$ cat config.mk
export PLATFORM = sky130hd
export DESIGN_NAME = fetch_stage_flat
export DESIGN_NICKNAME = d
export VERILOG_FILES = /design/src/rtl/fetch_stage_if.sv /design/src/rtl/fetch_stage.sv /design/src/flat_wrapper.sv
export SDC_FILE = /design/constraint.sdc
export NUM_CORES = 1
export LEC_CHECK = 0
export ABC_AREA = 1
export BUFFER_PORTS_ARGS = -buffer_cell sky130_fd_sc_hd__buf_2
export CORE_ASPECT_RATIO = 0.5
export CORE_MARGIN = 5
export CORE_UTILIZATION = 59
export CTS_CLUSTER_DIAMETER = 80
export DETAILED_ROUTE_END_ITERATION = 7
export PLACE_DENSITY = 0.85
export SLEW_MARGIN = 20
export SYNTH_ARGS = -nofsm -noshare
export SYNTH_HDL_FRONTEND = slang
export SYNTH_SLANG_ARGS = --single-unit
$ cat constraint.sdc
create_clock -name clk -period 4 [get_ports clk]
set_input_delay 0.2 -clock clk [delete_from_list [all_inputs] [get_ports clk]]
set_output_delay 0.2 -clock clk [all_outputs]
set_load 0.05 [all_outputs]
$ cat src/rtl/fetch_stage_if.sv
// Signal bundle between the fetch stage, the instruction memory and the decode stage.
// The master view belongs to the fetch stage. The slave view belongs to its surroundings.
interface fetch_stage_if #(
  parameter int ADDR_W = 6,
  parameter int DATA_W = 32
);
  logic [ADDR_W-1:0] imem_addr;
  logic              imem_en;
  logic [DATA_W-1:0] imem_data;
  logic              redirect_valid;
  logic [ADDR_W-1:0] redirect_pc;
  logic              inst_valid;
  logic              inst_ready;
  logic [DATA_W-1:0] inst_data;
  logic [ADDR_W-1:0] inst_pc;

  modport master (
    output imem_addr, imem_en, inst_valid, inst_data, inst_pc,
    input  imem_data, redirect_valid, redirect_pc, inst_ready
  );

  modport slave (
    input  imem_addr, imem_en, inst_valid, inst_data, inst_pc,
    output imem_data, redirect_valid, redirect_pc, inst_ready
  );
endinterface

$ cat src/rtl/fetch_stage.sv
// Instruction fetch front end. It issues PCs to a synchronous-read imem and buffers the returned
// words with their PCs in a small FIFO. A redirect flushes every buffered and in-flight fetch.
module fetch_stage #(
  parameter int ADDR_W   = 6,
  parameter int DATA_W   = 32,
  parameter int RESET_PC = 0,
  parameter int DEPTH    = 2
) (
  input logic         clk,
  input logic         reset,
  fetch_stage_if.master bus
);
  localparam int PTR_W = (DEPTH > 1) ? $clog2(DEPTH) : 1;
  localparam int CNT_W = $clog2(DEPTH) + 2;
  typedef logic [CNT_W-1:0] cnt_t;

  logic [DATA_W-1:0] mem_data [DEPTH];
  logic [ADDR_W-1:0] mem_pc   [DEPTH];
  logic [PTR_W-1:0]  rd_ptr, wr_ptr;
  cnt_t              count;
  logic              inflight;
  logic [ADDR_W-1:0] fetch_pc, req_pc;
  logic              issue, push, pop, head_valid;
  cnt_t              occupancy;

  assign head_valid = (count != '0) & !bus.redirect_valid;
  assign pop        = head_valid & bus.inst_ready;
  assign push       = inflight & !bus.redirect_valid;

  // A fetch is issued only when its word is certain to find a free slot on return.
  // Gating with reset keeps imem quiet while reset is asserted.
  assign occupancy  = count + cnt_t'(inflight) - cnt_t'(pop);
  assign issue      = reset & !bus.redirect_valid & (occupancy < cnt_t'(DEPTH));

  assign bus.imem_addr  = fetch_pc;
  assign bus.imem_en    = issue;
  assign bus.inst_valid = head_valid;
  assign bus.inst_data  = mem_data[rd_ptr];
  assign bus.inst_pc    = mem_pc[rd_ptr];

  always_ff @(posedge clk or negedge reset) begin
    if (!reset) begin
      fetch_pc <= ADDR_W'(RESET_PC);
      req_pc   <= '0;
      inflight <= 1'b0;
      count    <= '0;
      rd_ptr   <= '0;
      wr_ptr   <= '0;
      for (int i = 0; i < DEPTH; i++) begin
        mem_data[i] <= '0;
        mem_pc[i]   <= '0;
      end
    end else if (bus.redirect_valid) begin
      // The word that returns on the next cycle belongs to the old path. Clearing inflight drops it.
      fetch_pc <= bus.redirect_pc;
      inflight <= 1'b0;
      count    <= '0;
      rd_ptr   <= '0;
      wr_ptr   <= '0;
    end else begin
      if (issue) begin
        fetch_pc <= fetch_pc + ADDR_W'(1);
        req_pc   <= fetch_pc;
        inflight <= 1'b1;
      end else begin
        inflight <= 1'b0;
      end

      if (push) begin
        mem_data[wr_ptr] <= bus.imem_data;
        mem_pc[wr_ptr]   <= req_pc;
        wr_ptr           <= wr_ptr + PTR_W'(1);
      end

      if (pop) begin
        rd_ptr <= rd_ptr + PTR_W'(1);
      end

      case ({push, pop})
        2'b10:   count <= count + cnt_t'(1);
        2'b01:   count <= count - cnt_t'(1);
        default: count <= count;
      endcase
    end
  end

  overflow_check: assert property (@(posedge clk) disable iff (!reset)
    push |-> ((count < cnt_t'(DEPTH)) || pop));

endmodule

$ cat src/flat_wrapper.sv
// flat-port wrapper written by rule: the top's interface ports become plain ports
module fetch_stage_flat 
#(
  parameter int ADDR_W   = 6,
  parameter int DATA_W   = 32,
  parameter int RESET_PC = 0,
  parameter int DEPTH    = 2
)
  (clk, reset, bus_imem_addr, bus_imem_en, bus_inst_valid, bus_inst_data, bus_inst_pc, bus_imem_data, bus_redirect_valid, bus_redirect_pc, bus_inst_ready);
  fetch_stage_if #(.ADDR_W(ADDR_W), .DATA_W(DATA_W)) bus_i ();
  input logic clk;
  input logic reset;
  output wire logic [$bits(bus_i.imem_addr)-1:0] bus_imem_addr;
  output wire logic [$bits(bus_i.imem_en)-1:0] bus_imem_en;
  output wire logic [$bits(bus_i.inst_valid)-1:0] bus_inst_valid;
  output wire logic [$bits(bus_i.inst_data)-1:0] bus_inst_data;
  output wire logic [$bits(bus_i.inst_pc)-1:0] bus_inst_pc;
  input wire logic [$bits(bus_i.imem_data)-1:0] bus_imem_data;
  input wire logic [$bits(bus_i.redirect_valid)-1:0] bus_redirect_valid;
  input wire logic [$bits(bus_i.redirect_pc)-1:0] bus_redirect_pc;
  input wire logic [$bits(bus_i.inst_ready)-1:0] bus_inst_ready;
  assign bus_imem_addr = bus_i.imem_addr;
  assign bus_imem_en = bus_i.imem_en;
  assign bus_inst_valid = bus_i.inst_valid;
  assign bus_inst_data = bus_i.inst_data;
  assign bus_inst_pc = bus_i.inst_pc;
  assign bus_i.imem_data = bus_imem_data;
  assign bus_i.redirect_valid = bus_redirect_valid;
  assign bus_i.redirect_pc = bus_redirect_pc;
  assign bus_i.inst_ready = bus_inst_ready;
  fetch_stage #(.ADDR_W(ADDR_W), .DATA_W(DATA_W), .RESET_PC(RESET_PC), .DEPTH(DEPTH)) u_core (.clk(clk), .reset(reset), .bus(bus_i));
endmodule
**Yosys cells after proc, flatten, opt, wreduce, memory -nomap -nowiden**

Index checks and enable logic that the tools add are counted.

- Bits in latches: 0
- Output and inout port bits: 46
- Register bits after elaboration: 94
- Bits in writable memories: 0
- Input port bits: 42
- Bits in read-only memories: 0
- Memories kept: 0

- Reductions and logical operators: 9
- Bitwise gates (word level): 8
- Muxes and demuxes: 22
- Shift operators: 0
- Equal/unequal tests: 2
- $add $sub $neg: 7
- Order comparisons: 4
- Divide/modulo/power cells: 0
- $mul: 0

Operators by type and width:

| cell | count |
|---|---|
| 32-bit 2-to-1 mux | 4 |
| 64-bit bitwise mux | 1 |
| 6-bit 2-to-1 mux | 6 |
| 32-bit demux with 1-bit select | 1 |
| 12-bit bitwise mux | 1 |
| 6-bit by 1-bit adder with 6-bit output (second input constant) | 1 |
| 6-bit demux with 1-bit select | 1 |
| 1-bit 2-to-1 mux | 6 |
| 3-bit one-hot mux with 2 select lines | 1 |
| 2-bit nonzero test | 3 |
| 3-bit nonzero test | 2 |
| 1-bit AND | 5 |
| 2-bit >= comparator (second input constant) | 2 |
| 1-bit inverter with 2-bit output | 2 |
| 2-bit AND reduction | 2 |
| 3-bit by 1-bit adder with 3-bit output | 1 |
| 3-bit by 1-bit adder with 3-bit output (second input constant) | 1 |
| 3-bit by 2-bit less-than comparator with 1-bit output (second input constant) | 1 |
| 3-bit 2-to-1 mux | 1 |
| 3-bit by 1-bit subtractor with 3-bit output | 1 |
| 3-bit by 1-bit subtractor with 3-bit output (second input constant) | 1 |
| 1-bit adder (second input constant) | 2 |
| 2-bit by 1-bit equality test with 1-bit output (second input constant) | 1 |
| 2-bit equality test (second input constant) | 1 |
| other kinds (4) | 4 |

**Longest topological paths before layout**

- Word-level depth: 8
- Depth in mapped cells: 13
- Mapped depth without buffers: 12

**Least setup slack after synthesis**

Ideal clock, no wire load.

- Kind: reg-to-reg
- From: register u_core.count[1]
- To: register u_core.fetch_pc[2] (netlist: u_core.bus.imem_addr[2])
- Path slack: 1,424 ps
- Path buffers: 0
- Required time: 3,934 ps
- Arrival time: 2,510 ps
- Library setup time: 66 ps
- Clock period less this slack: 2,576 ps
- Cell stages (with the launch flop): 13
- Cells stage by stage: dfrtp_1 nor2_1 nand2_2 nand3_4 inv_1 ha_1 or2_2 fa_1 nand3_1 nand3b_4 inv_4 nand2_1 nand3_2

- Word-level cells in the longest chain between the ends: 7
- Elaborated cells on any way between the ends: 8
- Classes of those cells: 2 x add/sub; 1 x order compare; 3 x bitwise; 2 x reduce/logical

RTL lines:

| what | RTL line | source |
|---|---|---|
| start: declaration | fetch_stage.sv:20 | `cnt_t count;` |
| start signal: assignment | fetch_stage.sv:80 | `2'b10: count <= count + cnt_t'(1);` |
| start signal: assignment | fetch_stage.sv:81 | `2'b01: count <= count - cnt_t'(1);` |
| start signal: assignment | fetch_stage.sv:82 | `default: count <= count;` |
| branches (longest 3 deep; another with 3-bit by 1-bit adder with 3-bit output) | -- |  |
| 3-bit by 1-bit subtractor with 3-bit output * | fetch_stage.sv:32 | `assign occupancy = count + cnt_t'(inflight) - cnt_t'(pop);` |
| 3-bit by 2-bit less-than comparator with 1-bit output * | fetch_stage.sv:33 | `assign issue = reset & !bus.redirect_valid & (occupancy < cnt_t'(DEPTH));` |
| 1-bit AND * | fetch_stage.sv:33 |  |
| via bus_imem_en | flat_wrapper.sv:14 | `output wire logic [$bits(bus_i.imem_en)-1:0] bus_imem_en;` |
| 2-bit nonzero test (no line) * | -- |  |
| end signal: assignment | fetch_stage.sv:43 | `fetch_pc <= ADDR_W'(RESET_PC);` |
| end signal: assignment | fetch_stage.sv:55 | `fetch_pc <= bus.redirect_pc;` |
| end signal: assignment | fetch_stage.sv:62 | `fetch_pc <= fetch_pc + ADDR_W'(1);` |
| end: declaration | fetch_stage.sv:22 | `logic [ADDR_W-1:0] fetch_pc, req_pc;` |

Mark *: on every way through the listed nets, which the timed path passes.
A chain may end at the register's enable or synchronous reset.

**Worst setup path in the final report**

- From: register u_core.count[1]
- To: output bus_imem_en

- Word-level cells in the longest chain between the ends: 6
- Elaborated cells on any way between the ends: 7
- Classes of those cells: 2 x add/sub; 1 x order compare; 3 x bitwise; 1 x reduce/logical

RTL lines:

| what | RTL line |
|---|---|
| branches (longest 3 deep; another with 3-bit by 1-bit adder with 3-bit output) | -- |
| 3-bit by 1-bit subtractor with 3-bit output * | fetch_stage.sv:32 |
| 3-bit by 2-bit less-than comparator with 1-bit output * | fetch_stage.sv:33 |
| 1-bit AND * | fetch_stage.sv:33 |
| end: declaration | flat_wrapper.sv:14 |

Mark *: on every way between the ends.

==> results.py <==
metrics = {
    "timing": {
        "relSlewSlack_pct": 36.2,
        "final_max_slew_viol_count": 0,
        "setup-tns-final_ns": 0,
        "fin_crit_ns": 3.41,
        "grt_setup_unrepaired": "false",
        "fmaxAchievable_mhz": 294,
        "hold_violations": 0,
        "setup_viol": 0,
        "tightest_slew_ns": 0.957,
        "timing.final.crit_share_pct": 85.2,
        "finClkSkew_ns": 0.00518,
    },
    "worst_setup_path": {
        "endpoint_kind": "output port",
        "r2r_setup_slack_ns": 1.19,
        "max_stage_delay_ns": 0.50,
        "cp.required_ns": 3.80,
        "critical_path_class": "reg -> out",
        "cp.buffers_inverters": 3,
        "path_cells": "nor2_1, nand2_2, nand3_4, inv_1, ha_1, or2_2, fa_1, nand3_1, nand3b_4, inv_4, buf_2",
        "crit_fanout": 16,
        "worst_setup_path_start_kind": "flop",
        "critPathTopFamily": "simple AND/OR/NAND/NOR gates",
        "cp.arrival_ns": 3.21,
        "slowest_stage": "fa_1",
    },
    "floorplan": {
        "io-pin-count": 88,
        "fp-row-count": 22,
        "die_w_um": 133,
        "start_util_pct": 60.6,
        "dieArea_mm2": 0.00947,
        "chipHeight_um": 71.3,
        "core_mm2": 0.00732,
    },
    "pwr": {
        "internal_power_mw": 2.50,
        "power_switching_mw": 2.09,
        "switching_share_pct": 45.5,
        "seqPwrFrac_pct": 35.5,
        "p_clk_share_pct": 18.5,
        "peakVddDrop_v": 0.000440,
        "combinationalPowerShare_pct": 46.0,
        "p_leak_nw": 2.72,
        "power_density_mw_per_mm2": 892,
    },
    "clocking": {
        "clkLatencyLatePin_ns": 0.34,
        "cts_root_buf": "clkbuf_16",
        "hold_buffers": 1,
        "cts_setup_buffers": 0,
        "clk_pin_slew_ns": 0.06,
        "cts_resized": 0,
        "ctsLongestPathBuffers": 2,
        "cts_tree": "done",
        "clock_sinks": 94,
        "cts-buffers-inserted": 9,
        "htree_levels": 3,
    },
    "cells_and_area": {
        "nets": 572,
        "n_antenna_cell": 0,
        "most-common-layout-cells": "nand2_1, dfrtp_1, buf_2",
        "drive_gt1_share_pct": 33.1,
        "layout_commonest_cell": "nand2_1",
        "stdcell_area_mm2": 0.00515,
        "area_growth_pct": 15.9,
    },
    "grt": {
        "antenna_found_initial": 0,
        "grtUsageTotal_pct": 19.1,
        "grt-ovfl-total": 0,
        "grt_pass1_vias": 3174,
        "grt_pass1_wl_um": 14500,
        "grt_max_degree": 77,
    },
    "logic_synthesis": {
        "ys_ff_latch": 94,
        "syn_area_per_cell_um2": 9.93,
        "ys_warn_count": 0,
        "synth_area_mm2": 0.00444,
        "ys.flop_type": "dfrtp_1",
        "synthCells": 447,
        "synth_edf_count": 0,
        "synth.distinct_cells": 33,
        "async_flop_share_pct": 100,
        "synth_nets": 493,
        "ys_seq_area_share_pct": 53.0,
    },
    "outcome": {
        "outcome": "completed",
    },
    "placed_design": {
        "gp_congestion": 0.805,
        "port_buffers": 87,
        "place_area_mm2": 0.00484,
        "dp_hpwl_um": 5630,
    },
    "route": {
        "wire_per_inst_um": 13.6,
        "viasPerCell": 5.06,
        "drc": 0,
        "vias": 3171,
        "drt-total-wl_um": 8520,
        "drt_first_pass_iters": 4,
        "drt_iter0_markers": 215,
        "ant_nets": 0,
    },
    "min_path": {
        "hold_path_class": "in -> reg",
    },
    "flow_run": {
        "drv_cap": 0,
    },
}
[per-layer routing]
layer / track usage (%) / part of all wire (%) / wire length [µm]
met4: 6.91 / 1.5 / 124
met3: 5.33 / 3.9 / 335
met2: 33.0 / 50 / 4220
met5: 0 / 0 / 0
met1: 23.4 / 45 / 3840
[flip-flops by register name (all words and copies together) (netlist names)]
register	flops
u_core.rd_ptr	1
u_core.count	3
u_core.mem_data	64
u_core.bus.imem_addr	6
u_core.wr_ptr	1
u_core.mem_pc	12
u_core.inflight	1
u_core.req_pc	6
[power by group through the flow]
stage                     sequential [mW]  clock (mW)  combinational, mW
after floorplan                      1.59           0               1.74
after global placement               1.62           0               2.08
after detailed placement             1.64           0               2.12
after CTS                            1.63       0.870               2.14
after global routing                 1.68       0.908               2.28
final                                1.63       0.849               2.11
[worst min-delay path: stages]
cell and delay, ns:
buf_2 0.08, nand2_1 0.05, nand3_2 0.06
[final cells by class]
class / instances / area (µm²)
clock buffers: 12 / 256
clock inverters: 4 / 45.0
fillers: 579 / 2170
inverters: 53 / 206
multi-input cells: 277 / 1700
flip-flops and latches: 94 / 2350
well taps: 96 / 120
repair buffers: 91 / 470
[through the flow]
stage	setup slack, ns	hold slack (ns)	total power [mW]	cells	util (%)
floorplan	1.42	-0.0956	3.33	447	-
global placement	0.992	0.228	3.70	610	66.0
detailed placement	0.938	0.235	3.77	610	66.0
CTS	0.549	0.0700	4.64	627	70.3
global route	0.374	0.0773	4.88	627	70.3
finish	0.593	0.0836	4.59	627	70.3
[worst paths after layout]
| check | startpoint | cells past startpoint | to |
|---|---|---|---|
| worst max-delay path | u_core.count[1] | 11 | bus_imem_en |
| worst min-delay path | bus_redirect_pc[4] | 3 | u_core.bus.imem_addr[4] |
| min in group asynchronous | reset | 2 | u_core.count[0] |
| worst max register to register | u_core.count[1] | 12 | u_core.req_pc[2] |
| max in group asynchronous | reset | 3 | u_core.mem_data[35] |
| worst min register to register | u_core.mem_data[7] | 2 | u_core.mem_data[7] |
[synthesized netlist by cell type, types with 2 or more instances]
master      n  area [µm²]
inv_2       2        7.51
o21ai_2     4        35.0
nand3_2    12         120
fa_1        2        40.0
buf_2       4        20.0
clkbuf_1    7        26.3
buf_4       2        15.0
nand3_1     5        25.0
o21ai_0    70         350
nor2_1      2        7.51
xor2_1      3        26.3
dfrtp_1    94        2350
buf_6       8        90.1
inv_1      49         184
nand2_2     4        25.0
nand2_1   113         424
o21ai_1    12        60.1
ha_1        2        25.0
mux2_2     38         428
[logic make-up after synthesis]
family | after synthesis | share of synthesized area [%]
buffers and inverters | 76 | 8.85
muxes | 38 | 9.64
AOI/OAI and AO/OA | 88 | 10.5
adders and majority gates | 4 | 1.47
and+or+nand+nor | 143 | 15.8
DFF | 94 | 53.0
xor gates and xnor gates | 4 | 0.789
Note: power is estimated with default switching activity, not from simulation.
